`src/rtl/m92_pkg.sv`:
```
// Shared definitions for the palette DMA sequencer.
//   pal_dma_state_t : sequencer states
//   PAL_AW          : palette RAM word-address width
package m92_pkg;

  localparam int PAL_AW = 13;

  typedef enum logic [2:0] {
    IDLE     = 3'd0,
    WAIT_VBL = 3'd1,
    GRANT    = 3'd2,
    COPY     = 3'd3,
    FLUSH    = 3'd4,
    FIN      = 3'd5
  } pal_dma_state_t;

endpackage

```
`src/rtl/pal_dma_ctrl.sv`:
```
// Palette DMA sequencer: copies len words from the CPU palette staging buffer
// into palette RAM through the GA21 port, waiting for vertical blank first.
//
// Ports:
//   clk, reset          system clock, synchronous active-high reset
//   start               one-cycle transfer request (honoured only in IDLE)
//   len/src_base/dst_base  transfer parameters, latched on an accepted start
//   vblank              vertical blank
//   buf_addr / buf_q    staging-buffer read port (1-cycle read latency)
//   ga21_addr/we/req    palette RAM GA21 port
//   pal_din             palette RAM write data
//   dma_busy, done      status: busy from accept to completion, done pulse
//
// state    | meaning
// ---------+----------------------------------------------------------
// IDLE     | waiting for start
// WAIT_VBL | transfer accepted, waiting for vblank
// GRANT    | one cycle of ga21_req with no write, palette RAM mux settles
// COPY     | one buffer read issued per cycle, writes trail by one cycle
// FLUSH    | last write drains, no read issued
// FIN      | done pulse, port released
module pal_dma_ctrl
  import m92_pkg::*;
#(
  parameter int AW = PAL_AW,
  parameter int LW = 12
) (
  input  logic          clk,
  input  logic          reset,
  input  logic          start,
  input  logic [LW-1:0] len,
  input  logic [AW-1:0] src_base,
  input  logic [AW-1:0] dst_base,
  input  logic          vblank,
  output logic [AW-1:0] buf_addr,
  input  logic [15:0]   buf_q,
  output logic [AW-1:0] ga21_addr,
  output logic          ga21_we,
  output logic          ga21_req,
  output logic [15:0]   pal_din,
  output logic          dma_busy,
  output logic          done
);

  pal_dma_state_t state_q, state_d;

  logic [LW-1:0] n_q, n_d;
  logic [LW-1:0] len_q, len_d;
  logic [AW-1:0] src_q, src_d;
  logic [AW-1:0] dst_q, dst_d;

  // Read stage: buf_addr_q is the address presented to the buffer this cycle;
  // rd_vld_q/rd_dst_q say whether it is a real read and where it will land.
  logic [AW-1:0] buf_addr_q, buf_addr_d;
  logic          rd_vld_q, rd_vld_d;
  logic [AW-1:0] rd_dst_q, rd_dst_d;

  // Write stage.
  logic [AW-1:0] ga21_addr_q, ga21_addr_d;
  logic          ga21_we_q, ga21_we_d;

  logic          ga21_req_q, ga21_req_d;
  logic          dma_busy_q, dma_busy_d;
  logic          done_q, done_d;

  always_comb begin
    state_d     = state_q;
    n_d         = n_q;
    len_d       = len_q;
    src_d       = src_q;
    dst_d       = dst_q;
    buf_addr_d  = buf_addr_q;
    rd_vld_d    = 1'b0;
    rd_dst_d    = rd_dst_q;
    ga21_we_d   = rd_vld_q;
    ga21_addr_d = rd_vld_q ? rd_dst_q : ga21_addr_q;

    case (state_q)
      IDLE: begin
        if (start) begin
          len_d   = len;
          src_d   = src_base;
          dst_d   = dst_base;
          n_d     = '0;
          state_d = WAIT_VBL;
        end
      end
      WAIT_VBL: begin
        if (vblank) state_d = GRANT;
      end
      GRANT: begin
        if (len_q == '0) begin
          state_d = FIN;
        end else begin
          // Word 0 is issued on entry to COPY so buf_addr is valid in COPY's first cycle.
          state_d    = COPY;
          buf_addr_d = src_q;
          rd_dst_d   = dst_q;
          rd_vld_d   = 1'b1;
          n_d        = LW'(1);
        end
      end
      COPY: begin
        // n_q counts words already issued; once it reaches len only the drain remains.
        if (n_q == len_q) begin
          state_d = FLUSH;
        end else begin
          buf_addr_d = src_q + AW'(n_q);
          rd_dst_d   = dst_q + AW'(n_q);
          rd_vld_d   = 1'b1;
          n_d        = n_q + LW'(1);
        end
      end
      FLUSH: state_d = FIN;
      FIN:   state_d = IDLE;
      default: state_d = IDLE;
    endcase

    ga21_req_d = (state_d == GRANT) || (state_d == COPY) || (state_d == FLUSH);
    dma_busy_d = ga21_req_d || (state_d == WAIT_VBL);
    done_d     = (state_d == FIN);
  end

  always_ff @(posedge clk) begin
    if (reset) begin
      state_q     <= IDLE;
      n_q         <= '0;
      len_q       <= '0;
      src_q       <= '0;
      dst_q       <= '0;
      buf_addr_q  <= '0;
      rd_vld_q    <= 1'b0;
      rd_dst_q    <= '0;
      ga21_addr_q <= '0;
      ga21_we_q   <= 1'b0;
      ga21_req_q  <= 1'b0;
      dma_busy_q  <= 1'b0;
      done_q      <= 1'b0;
    end else begin
      state_q     <= state_d;
      n_q         <= n_d;
      len_q       <= len_d;
      src_q       <= src_d;
      dst_q       <= dst_d;
      buf_addr_q  <= buf_addr_d;
      rd_vld_q    <= rd_vld_d;
      rd_dst_q    <= rd_dst_d;
      ga21_addr_q <= ga21_addr_d;
      ga21_we_q   <= ga21_we_d;
      ga21_req_q  <= ga21_req_d;
      dma_busy_q  <= dma_busy_d;
      done_q      <= done_d;
    end
  end

  assign buf_addr  = buf_addr_q;
  assign ga21_addr = ga21_addr_q;
  assign ga21_we   = ga21_we_q;
  assign ga21_req  = ga21_req_q;
  assign dma_busy  = dma_busy_q;
  assign done      = done_q;

  // The staging buffer's output register is the data stage of the write
  // pipeline; it lines up with ga21_we_q, so it is forwarded rather than
  // re-registered. Masking keeps pal_din at zero whenever no write is issued.
  assign pal_din = ga21_we_q ? buf_q : 16'h0000;

endmodule

```
`config.mk`:
```
export PLATFORM = sky130hd
export DESIGN_NAME = pal_dma_ctrl
export DESIGN_NICKNAME = d
export VERILOG_FILES = /design/src/rtl/m92_pkg.sv /design/src/rtl/pal_dma_ctrl.sv
export SDC_FILE = /design/constraint.sdc
export NUM_CORES = 1
export LEC_CHECK = 0
export CORE_MARGIN = 10
export CORE_UTILIZATION = 54
export CTS_BUF_LIST = sky130_fd_sc_hd__clkbuf_8
export DETAILED_ROUTE_END_ITERATION = 8
export PLACE_DENSITY = 0.83
export SYNTH_ARGS = -nofsm -noshare
export SYNTH_HDL_FRONTEND = slang
export SYNTH_SLANG_ARGS = --single-unit
```
`constraint.sdc`:
```
create_clock -name clk -period 2.5 [get_ports clk]
set_input_delay 0.5 -clock clk [delete_from_list [all_inputs] [get_ports clk]]
set_output_delay 0.5 -clock clk [all_outputs]
set_load 0.05 [all_outputs]
```
* Yosys cells after proc, flatten, opt, wreduce, memory -nomap -nowiden
Index checks and enable logic that the tools add are counted.
** Cells by class
- Equal/unequal tests :: 13
- Multiplexer cells :: 19
- Add/sub/neg operators :: 3
- Reductions and logical operators :: 10
** Operators by type and width (count)
- $mux 13 :: 4
- $pmux 13 s2 :: 2
- $mux 12 :: 3
- $pmux 12 s3 :: 1
- $add 13x12->13 :: 2
- $mux 16 :: 1
- $pmux 3 s5 :: 1
- $add 12x1->12 const B :: 1
- $eq 12x12->1 :: 1
- $eq 3x2->1 const B :: 4
- $logic_not 12->1 :: 1
- $mux 3 :: 4
- $eq 3x3->1 const B :: 3
- $eq 3x1->1 const B :: 2
- $ne 2x2->1 const B :: 3
- $reduce_and 4->1 :: 1
- $logic_not 3->1 :: 1
- $logic_or 1x1->1 :: 3
- $reduce_and 3->1 :: 1
- $reduce_bool 3->1 :: 1
- $mux 1 :: 2
- $pmux 1 s2 :: 1
- $reduce_and 2->1 :: 1
- $reduce_bool 2->1 :: 1
** Storage, ports and cells
- Bits in registers :: 97
- Bits of input ports :: 58
- Logic and storage cells :: 58
- Output and inout bits :: 46

* Logic depth before layout (Yosys ltp)
Gate-level depths: netlist of run 1.
- Word-level depth :: 7
- Depth in mapped cells :: 9
- Mapped depth without buffers :: 9

* Worst setup path before layout of run 1
Ideal clock, no wire load.
- Kind :: flip-flop to flip-flop
- Start point :: register n_q[2]
- End point :: register n_q[10]
- Clock period less this slack :: 2181 ps
- Library setup time :: 71 ps
- Data required time :: 2429 ps
- Arrival :: 2110 ps
- Slack :: 319 ps
- Buffers on the path :: 2
- Cell stages (with the launch flop) :: 9
- Cell sequence :: dfxtp_1 -> buf_4 -> xor2_1 -> nor4_1 -> and4_4 -> or4_1 -> buf_2 -> or4_1 -> a21oi_1
** Between the ends
- Longest elaborated chain between the ends :: 3
- Elaborated cells on any way between the ends :: 6
- Those cells by class :: add/sub (1); eq/ne (2); mux (2); reduce/logical (1)
** RTL lines
- start, declared :: RTL line pal_dma_ctrl.sv:47 : logic [LW-1:0] n_q, n_d;
- start signal, assigned :: RTL line pal_dma_ctrl.sv:141 : n_q <= n_d;
- $add 12x1->12 or $eq 12x12->1 (tied branches) :: RTL line pal_dma_ctrl.sv:111, pal_dma_ctrl.sv:105
- $mux 12 or $ne 2x2->1 (tied branches)
- $pmux 12 s3 or $reduce_and 4->1 (tied branches)
Parallel ways exist; a longest one is shown, timed or not. The select of a mux whose other input is x is not followed.
A chain may end at the register's enable or synchronous reset.

* Final worst setup path of run 1
- Start point :: register n_q[0]
- End point :: register n_q[10]
Same word-level chain as after synthesis.

==> impl_metrics.env, run 1 <==
export IMPL_end_kind="flop"
export IMPL_nets=838
export IMPL_antenna_found_initial=0
export IMPL_hold_violations=0
export IMPL_vias_per_cell=5.62
export IMPL_dieWidth_um=118
export IMPL_yosys_warnings=0
export IMPL_cts_resized=0
export IMPL_synth_top_area_share_pct=37.4
export IMPL_num_rows=35
export IMPL_p_leak_uw=0.00269
export IMPL_drive_gt1_share_pct=8.45
export IMPL_yosysSeqAreaShare_pct=37.4
export IMPL_grt_overflow_total=0
export IMPL_met1_length_um=6880
export IMPL_fin_crit_ps=2380
export IMPL_dr_wl_met3_um=768
export IMPL_die_area_um2=13900
export IMPL_pre_cts_ws_ps=17.8
export IMPL_r2r_setup_slack_ps=120
export IMPL_required_ps=2810
export IMPL_met2_length_um=7000
export IMPL_ctsHoldBuffers=0
export IMPL_critical_path_max_fanout=12
export IMPL_io_pins=104
export IMPL_dpl_hpwl_um=11400
export IMPL_antenna_left=0
export IMPL_worstPathArrival_ps=2680
export IMPL_post_drt_wl_per_cell_um=16.7
export IMPL_clock_root_buffer="clkbuf_8"
export IMPL_place_gp_congestion=0.924
export IMPL_p_per_area_nw_per_um2=528
export IMPL_syn_area_per_cell_um2=7.99
export IMPL_totalPowerFinal_uw=3500
export IMPL_dieHeight_um=118
export IMPL_clock_sinks=97
export IMPL_htreeDepth=3
export IMPL_tightest_slew_ps=764
export IMPL_drt_initial_drc_count=444
export IMPL_grt_pass1_wl_um=24300
export IMPL_crit_path_start="n_q[0]"
export IMPL_postCtsSetupBuffers=0
export IMPL_max_cap_viol_count=0
export IMPL_ys_types=47
export IMPL_cts_tree="yes"
export IMPL_status="complete, no violations"
export IMPL_worstRegToRegCells=6
export IMPL_postSynthCellCount=650
export IMPL_setup_tns_ps=0
export IMPL_hold_class="reg -> reg"
export IMPL_placedCellCount=871
export IMPL_maxUsedRoutingLayer="met4"
export IMPL_crit_end="n_q[10]"
export IMPL_hold_depth=2
export IMPL_fin_skew_ps=19.4
export IMPL_clock_latency_ps=370
export IMPL_cts_inserted_buffers=9
export IMPL_coreArea_um2=9280
export IMPL_fin_crit_sh_pct=95.0
export IMPL_synth_top_cell_by_area="dfxtp_1"
export IMPL_synth_cell_area_um2=5200
export IMPL_critPathLaunchType="flop"
export IMPL_rr_endpoint="n_q[10]"
export IMPL_finalWirelength_um=14800
export IMPL_setup_viol=0
export IMPL_synthTopCellsByArea="dfxtp_1 37%, nand2_1 9.0%, ha_1 6.0%"
export IMPL_synthesis_nets=735
export IMPL_n_antenna_cell=0
export IMPL_area_delta_synth_final_pct=27.8
export IMPL_fmax_mhz=421
export IMPL_postPlaceCellArea_um2=6450
export IMPL_grt_pass1_vias=4728
export IMPL_path_class="reg -> reg"
export IMPL_initial_core_util_pct=56.0
export IMPL_track_usage_pct=20.5
export IMPL_vias=4982
export IMPL_fin_area_um2=6640
export IMPL_route_detailed_drc=0
export IMPL_layout_setup_ws_ps=124
export IMPL_grt_start_max_net_pins=60
export IMPL_rsz0062_at_grt="false"
export IMPL_rr_startpoint="n_q[0]"
export IMPL_clkTransAtPathRegs_ps=100
export IMPL_dr_pass1_iters=5
export IMPL_portBuffers=103
export IMPL_clockBufferDepth=2
export IMPL_final_cells=886
export IMPL_max_slew_margin_rel_pct=49.0
export IMPL_vdd_ir_drop_max_v=0.000315
export IMPL_ys_seq_elements=97
export IMPL_report_final_slew_viol_count=0
worst max-delay path, stage by stage, from the launching register on:
cell     delay (ps)
dfxtp_1         480
xor2_1          190
nor4_1           90
and4_4          240
or4_1           680
or4_1           510
a21oi_1         140
cell usage after synthesis (all sizes together):
library cell,instances
fa,2
inv,12
dfxtp,97
nor3b,2
or4,3
buf,10
nand2b,4
o21ai,17
xor2,22
and3b,1
nand3,12
nor3,11
nand2,125
o41ai,2
and3,4
a21oi,60
a21o,12
nand3b,8
o21ba,1
a22oi,4
o21a,6
ha,25
a31oi,6
nor2,54
nor4,10
a311oi,18
and2,17
nor2b,13
mux2i,18
o211a,2
nor4b,1
clkbuf,28
and4,1
or2,3
or3,1
o31a,1
a41oi,2
a211oi,10
xnor2,10
nand4,6
o211ai,6
o31ai,2
a2111oi,1
routing by layer:
layer | GRT usage (%) | vias to the layer above
met5 | 0 | -
met4 | 5.56 | 0
met3 | 3.84 | 18
met2 | 33.8 | 161
met1 | 26.7 | 2310
li1 | - | 2493
report_power, final:
part,switching (uW),leakage [uW],internal [uW]
sequential,91.9,0.000790,1650
clock,565,0.0000964,422
combinational,446,0.00181,332
total,1100,0.00269,2400
cell usage in the layout (no fill, tap or decap), drive strengths merged, types with 12 or more instances in the layout:
| cell | netlist | final |
|---|---|---|
| a21oi | 60 | 60 |
| nor2 | 54 | 54 |
| a21o | 12 | 12 |
| dfxtp | 97 | 97 |
| inv | 12 | 14 |
| clkdlybuf4s50 | 0 | 86 |
| nor2b | 13 | 13 |
| o21ai | 17 | 17 |
| nand2 | 125 | 125 |
| and2 | 17 | 17 |
| ha | 25 | 25 |
| buf | 10 | 44 |
| a311oi | 18 | 18 |
| xor2 | 22 | 22 |
| nand3 | 12 | 12 |
| mux2i | 18 | 18 |
flip-flops by register name (all words and copies together) (netlist names), 3 cells and up:
register and cells:
buf_addr 13, dst_q 13, ga21_addr 13, rd_dst_q 13, src_q 13, len_q 12, n_q 12, state_q 3
through the flow:
| stage | hold slack, ps | util, % |
|---|---|---|
| after floorplan | 432 | - |
| after global placement | 443 | 69.5 |
| after detailed placement | 447 | 69.5 |
| after CTS | 461 | 71.5 |
| after global routing | 485 | 71.5 |
| final | 462 | 71.5 |
layout make-up:
| cell class | count | area, um^2 |
|---|---|---|
| clock buffer | 11 | 151 |
| sequential | 97 | 1940 |
| multi-input combinational | 503 | 3070 |
| clock inverter | 4 | 35.0 |
| tap | 129 | 161 |
| fill | 797 | 2650 |
| inverter | 12 | 45.0 |
| timing repair buffer | 130 | 1240 |
logic make-up (layout without fill, tap and decap cells):
logic type | after synthesis | after routing | synth area share, %
compound gates | 150 | 150 | 18.6
xor+xnor | 32 | 32 | 5.39
fa+ha+maj | 27 | 27 | 6.79
buf+inv | 50 | 157 | 3.78
flops | 97 | 97 | 37.4
mux | 18 | 18 | 3.47
simple gates | 276 | 276 | 24.6
worst min-delay path by stage:
stage,startpoint,to,slack [ps]
2_1_floorplan,rd_dst_q[1],rd_dst_q[1],430
3_3_place_gp,buf_addr[1],buf_addr[1],440
3_5_place_dp,buf_addr[1],buf_addr[1],450
4_1_cts,buf_addr[1],buf_addr[1],460
5_1_grt,buf_addr[1],buf_addr[1],490
6_report,buf_addr[1],buf_addr[1],460
Note: power is estimated with default switching activity, not from simulation.
==> run 2: changes to the inputs <==
--- a/config.mk
+++ b/config.mk
@@ -6,10 +6,11 @@
 export NUM_CORES = 1
 export LEC_CHECK = 0
 export CORE_MARGIN = 10
-export CORE_UTILIZATION = 54
+export CORE_UTILIZATION = 59
 export CTS_BUF_LIST = sky130_fd_sc_hd__clkbuf_8
 export DETAILED_ROUTE_END_ITERATION = 8
-export PLACE_DENSITY = 0.83
+export DONT_BUFFER_PORTS = 1
+export PLACE_DENSITY = 0.75
 export SYNTH_ARGS = -nofsm -noshare
 export SYNTH_HDL_FRONTEND = slang
 export SYNTH_SLANG_ARGS = --single-unit
==> run 2 against run 1 <==
Fmax down 0.99%. Sequential power is 5% higher. Highest routed layer unchanged. Critical path depth unchanged. Die area is 7.1% lower. Largest power group unchanged. Via count decreased by 6.6%.
==> impl_metrics.env, run 2 (same netlist as run 1, synthesis figures left out) <==
export IMPL_status="complete, no violations"
export IMPL_dieWidth_um=114
export IMPL_power_frac_comb_pct=15.3
export IMPL_clock_sinks=97
export IMPL_hold_depth=1
export IMPL_fin_crit_sh_pct=96.0
export IMPL_final_cells=758
export IMPL_vias=4654
export IMPL_r2r_setup_slack_ps=100
export IMPL_required_ps=2800
export IMPL_initial_core_util_pct=60.2
export IMPL_postPlaceCellArea_um2=5350
export IMPL_hold_violations=0
export IMPL_report_final_slew_viol_count=0
export IMPL_clockBufferDepth=2
export IMPL_area_delta_synth_final_pct=6.84
export IMPL_finalWirelength_um=13900
export IMPL_post_drt_wl_per_cell_um=18.3
export IMPL_antenna_found_initial=0
export IMPL_cts_inserted_buffers=9
export IMPL_cell_internal_pwr_uw=2330
export IMPL_placedCellCount=741
export IMPL_postCtsSetupBuffers=0
export IMPL_path_class="reg -> reg"
export IMPL_route_detailed_drc=0
export IMPL_fin_crit_ps=2400
export IMPL_end_kind="flop"
export IMPL_max_cap_viol_count=0
export IMPL_final_cell_mix="125 x nand2_1, 94 x dfxtp_1, 60 x a21oi_1"
export IMPL_rsz0062_at_grt="false"
export IMPL_rr_startpoint="n_q[9]"
export IMPL_place_gp_congestion=0.965
export IMPL_grt_start_max_net_pins=90
export IMPL_setup_viol=0
export IMPL_dieHeight_um=114
export IMPL_max_slew_margin_rel_pct=34.8
export IMPL_drt_initial_drc_count=302
export IMPL_hold_path_end="dst_q[6]"
export IMPL_cts_resized=0
export IMPL_num_rows=34
export IMPL_clock_latency_ps=370
export IMPL_antenna_left=0
export IMPL_fin_skew_ps=12.1
export IMPL_fmax_mhz=417
export IMPL_vdd_ir_drop_max_v=0.000379
export IMPL_vias_per_cell=6.14
export IMPL_cts_tree="yes"
export IMPL_grt_overflow_total=0
export IMPL_pwr_share_clk_pct=30.2
export IMPL_critical_path_max_fanout=13
export IMPL_fin_area_um2=5550
export IMPL_worstRegToRegCells=6
export IMPL_pre_cts_ws_ps=120
export IMPL_clkTransAtPathRegs_ps=90
export IMPL_p_leak_uw=0.00224
export IMPL_p_per_area_nw_per_um2=605
export IMPL_coreArea_um2=8640
export IMPL_finalHoldWorstSlack_ps=195
export IMPL_tightest_slew_ps=977
export IMPL_netSwitchingFraction_pct=30.7
export IMPL_worstPathArrival_ps=2700
export IMPL_ctsHoldBuffers=0
export IMPL_critPathLaunchType="flop"
export IMPL_hold_class="in -> reg"
export IMPL_htreeDepth=3
export IMPL_rr_endpoint="n_q[10]"
export IMPL_layout_cells_most_common="nand2_1"
export IMPL_hold_path_startpoint="reset"
export IMPL_dr_pass1_iters=5
export IMPL_portBuffers=0
export IMPL_nets=730
export IMPL_layout_setup_ws_ps=100
export IMPL_crit_path_start="n_q[9]"
export IMPL_nFillCells=794
export IMPL_track_usage_pct=20.7
export IMPL_die_area_um2=13000
export IMPL_p_seq_share_pct=54.5
export IMPL_drive_gt1_share_pct=6.92
export IMPL_grt_pass1_wl_um=22200
export IMPL_io_pins=104
export IMPL_n_antenna_cell=0
export IMPL_dpl_hpwl_um=10400
export IMPL_p_switching_uw=1030
export IMPL_grt_pass1_vias=4301
export IMPL_setup_tns_ps=0
export IMPL_clock_root_buffer="clkbuf_8"
run 2: changes by cell type in the layout (fill, tap and decap cells not counted), moves of 2 or more:
| cell | previous run | this run |
|---|---|---|
| dfxtp_2 | 0 | 3 |
| clkinvlp_4 | 0 | 2 |
| dfxtp_1 | 97 | 94 |
| inv_6 | 2 | 0 |
| clkinv_2 | 0 | 2 |
| clkdlybuf4s50_1 | 86 | 0 |
| buf_4 | 39 | 21 |
| buf_12 | 4 | 0 |
| clkinv_4 | 2 | 0 |
run 2: worst max-delay path, stage by stage, from the launching register on:
cell and delay (ps):
dfxtp_1 510, xor2_1 180, nor4_1 80, and4_4 240, or4_1 660, or4_1 520
a21oi_1 150
run 2: final cells by class:
cell class | count | area [um^2] | area share [%]
tap | 108 | 135 | 2.43
timing repair buffer | 21 | 158 | 2.84
clock inverter | 6 | 58.8 | 1.06
sequential | 97 | 1950 | 35.0
clock buffer | 10 | 138 | 2.48
inverter | 12 | 45.0 | 0.811
multi-input combinational | 504 | 3070 | 55.3
run 2: power groups by stage:
stage / registers (uW) / logic [uW] / clock network [uW]
after floorplan: 1820 / 419 / 0
after global placement: 1870 / 488 / 0
after detailed placement: 1870 / 505 / 0
after CTS: 1830 / 507 / 1030
after global routing: 1840 / 581 / 1080
final: 1830 / 515 / 1010
run 2: worst max-delay path by stage:
stage,to,slack [ps],depth (start not counted)
floorplan,n_q[10],320,8
global placement,n_q[10],240,6
detailed placement,buf_addr[4],120,6
CTS,n_q[10],110,6
global route,buf_addr[8],9,9
finish,n_q[10],100,6
run 2: routing by layer:
metal | global-route usage (%) | part of all wire (%) | up-vias
li1 | - | - | 2268
met1 | 26.8 | 44 | 2137
met2 | 32.3 | 45 | 221
met3 | 5.20 | 9.1 | 28
met4 | 8.27 | 2.6 | 0
met5 | 0 | 0 | -
run 2: through the flow:
stage / total power (uW) / util (%)
2_1_floorplan: 2240 / -
3_3_place_gp: 2350 / 61.9
3_5_place_dp: 2370 / 61.9
4_1_cts: 3370 / 64.2
5_1_grt: 3510 / 64.3
6_report: 3360 / 64.3
==> run 3: changes to the inputs <==
==> constraint.sdc (replaced) <==
create_clock -name clk -period 2.5 [get_ports clk]
set_input_delay 0.625 -clock clk [delete_from_list [all_inputs] [get_ports clk]]
set_output_delay 0.625 -clock clk [all_outputs]
set_load 0.05 [all_outputs]
==> run 3 against run 2 <==
Count of clock-buffer cells in the layout down 1. Hold slack better by 120 ps. Sequential power is essentially flat. Register-to-register slack improved by 70 ps. Global-route usage increased by 0.17 points. First-iteration DRC count down 7.6%. Cell count is 0.40% lower.
==> impl_metrics.env, run 3 (same netlist as run 1, synthesis figures left out) <==
export IMPL_max_stage_delay_ps=670
export IMPL_drive_gt1_share_pct=7.11
export IMPL_fmax_mhz=429
export IMPL_status="complete, no violations"
export IMPL_cp_num_buf_inv=0
export IMPL_layout_cells_most_common="nand2_1"
export IMPL_hold_violations=0
export IMPL_clock_sinks=97
export IMPL_dr_pass1_iters=5
export IMPL_cpLargestDelayFamily="simple AND/OR/NAND/NOR gates"
export IMPL_dpl_hpwl_um=10500
export IMPL_track_usage_pct=20.9
export IMPL_initial_core_util_pct=60.2
export IMPL_portBuffers=0
export IMPL_grt_pass1_wl_um=22400
export IMPL_clock_latency_ps=370
export IMPL_max_cap_viol_count=0
export IMPL_crit_chain="xor2_1 > nor4_1 > and4_4 > or4_1 > or4_1 > a21oi_1"
export IMPL_final_cell_mix="125 x nand2_1, 90 x dfxtp_1, 60 x a21oi_1"
export IMPL_clockBufferDepth=2
export IMPL_area_delta_synth_final_pct=6.53
export IMPL_totalPowerFinal_uw=3260
export IMPL_place_gp_congestion=0.896
export IMPL_worstPathArrival_ps=2640
export IMPL_vdd_ir_drop_max_v=0.000338
export IMPL_clkTransAtPathRegs_ps=100
export IMPL_max_slew_margin_rel_pct=30.9
export IMPL_die_area_um2=13000
export IMPL_num_rows=34
export IMPL_cts_inserted_buffers=9
export IMPL_critPathSlowestCell="or4_1"
export IMPL_path_class="reg -> reg"
export IMPL_dieWidth_um=114
export IMPL_coreArea_um2=8640
export IMPL_antenna_found_initial=0
export IMPL_required_ps=2810
export IMPL_hold_class="in -> reg"
export IMPL_clock_root_buffer="clkbuf_8"
export IMPL_rsz0062_at_grt="false"
export IMPL_fin_crit_sh_pct=93.3
export IMPL_io_pins=104
export IMPL_p_per_area_nw_per_um2=590
export IMPL_tightest_slew_ps=1030
export IMPL_antenna_left=0
export IMPL_post_drt_wl_per_cell_um=18.3
export IMPL_report_final_slew_viol_count=0
export IMPL_grt_start_max_net_pins=90
export IMPL_htreeDepth=3
export IMPL_dieHeight_um=114
export IMPL_vias=4593
export IMPL_fin_skew_ps=12.6
export IMPL_grt_overflow_total=0
export IMPL_vias_per_cell=6.08
export IMPL_drt_initial_drc_count=279
export IMPL_grt_pass1_vias=4421
export IMPL_postCtsSetupBuffers=0
export IMPL_n_antenna_cell=0
export IMPL_route_detailed_drc=0
export IMPL_finalWirelength_um=13800
export IMPL_setup_viol=0
export IMPL_p_leak_uw=0.00223
export IMPL_setup_tns_ps=0
export IMPL_cts_tree="yes"
export IMPL_critical_path_max_fanout=12
export IMPL_critPathLaunchType="flop"
export IMPL_nets=727
export IMPL_end_kind="flop"
export IMPL_cp_common_cell="or4_1"
export IMPL_fin_crit_ps=2330
## run 3: routing by layer
layer  up-vias  wire length, um  GRT usage [%]
met5         -                0              0
met4         0              273           7.60
met3        17             1000           5.25
met2       154             6390           34.1
met1      2149             6110           26.0
li1       2273                -              -
## run 3: area by class of cell
cell class	instances	area, um^2
sequential	97	1950
clock inverter	7	47.5
fill	778	3100
inverter	12	45.0
tap	108	135
timing repair buffer	19	168
clock buffer	9	124
multi-input combinational	503	3070
## run 3: report_power, final
group | internal, uW | switching (uW) | leakage (uW) | total, uW
Clock | 362 | 563 | 0.0000908 | 925
Combinational | 201 | 311 | 0.00135 | 512
Sequential | 1650 | 180 | 0.000793 | 1830
## run 3: path summary, 6_finish.rpt
path	depth (start not counted)	slack [ps]	endpoint	startpoint
min	1	320	dst_q[1]	reset
max reg2reg	6	170	n_q[10]	n_q[11]
max	6	170	n_q[10]	n_q[11]
min reg2reg	2	480	src_q[12]	src_q[12]
## run 3: metrics by stage
stage / hold slack (ps) / util (%) / setup slack, ps / area, um^2 / cells
after floorplan: 432 / - / 319 / 5200 / 650
after global placement: 458 / 62.0 / 176 / 5360 / 739
after detailed placement: 461 / 62.0 / 93.5 / 5360 / 739
after CTS: 305 / 64.0 / 66.9 / 5530 / 755
after global routing: 315 / 64.1 / 18.0 / 5540 / 755
final: 317 / 64.1 / 166 / 5540 / 755
## run 3: worst register-to-register path: cells and delay by family (launching register included)
| kind | cells | cell delay, ps |
|---|---|---|
| XOR/XNOR | 1 | 180 |
| AO/OA/AOI/OAI | 1 | 160 |
| flip-flops | 1 | 430 |
| AND/OR/NAND/NOR | 4 | 1510 |
## run 3: repair_timing
action                     in CTS  in global routing
setup endpoints to repair       0                 15
gates resized for setup         0                  7
hold buffers                    0                  0
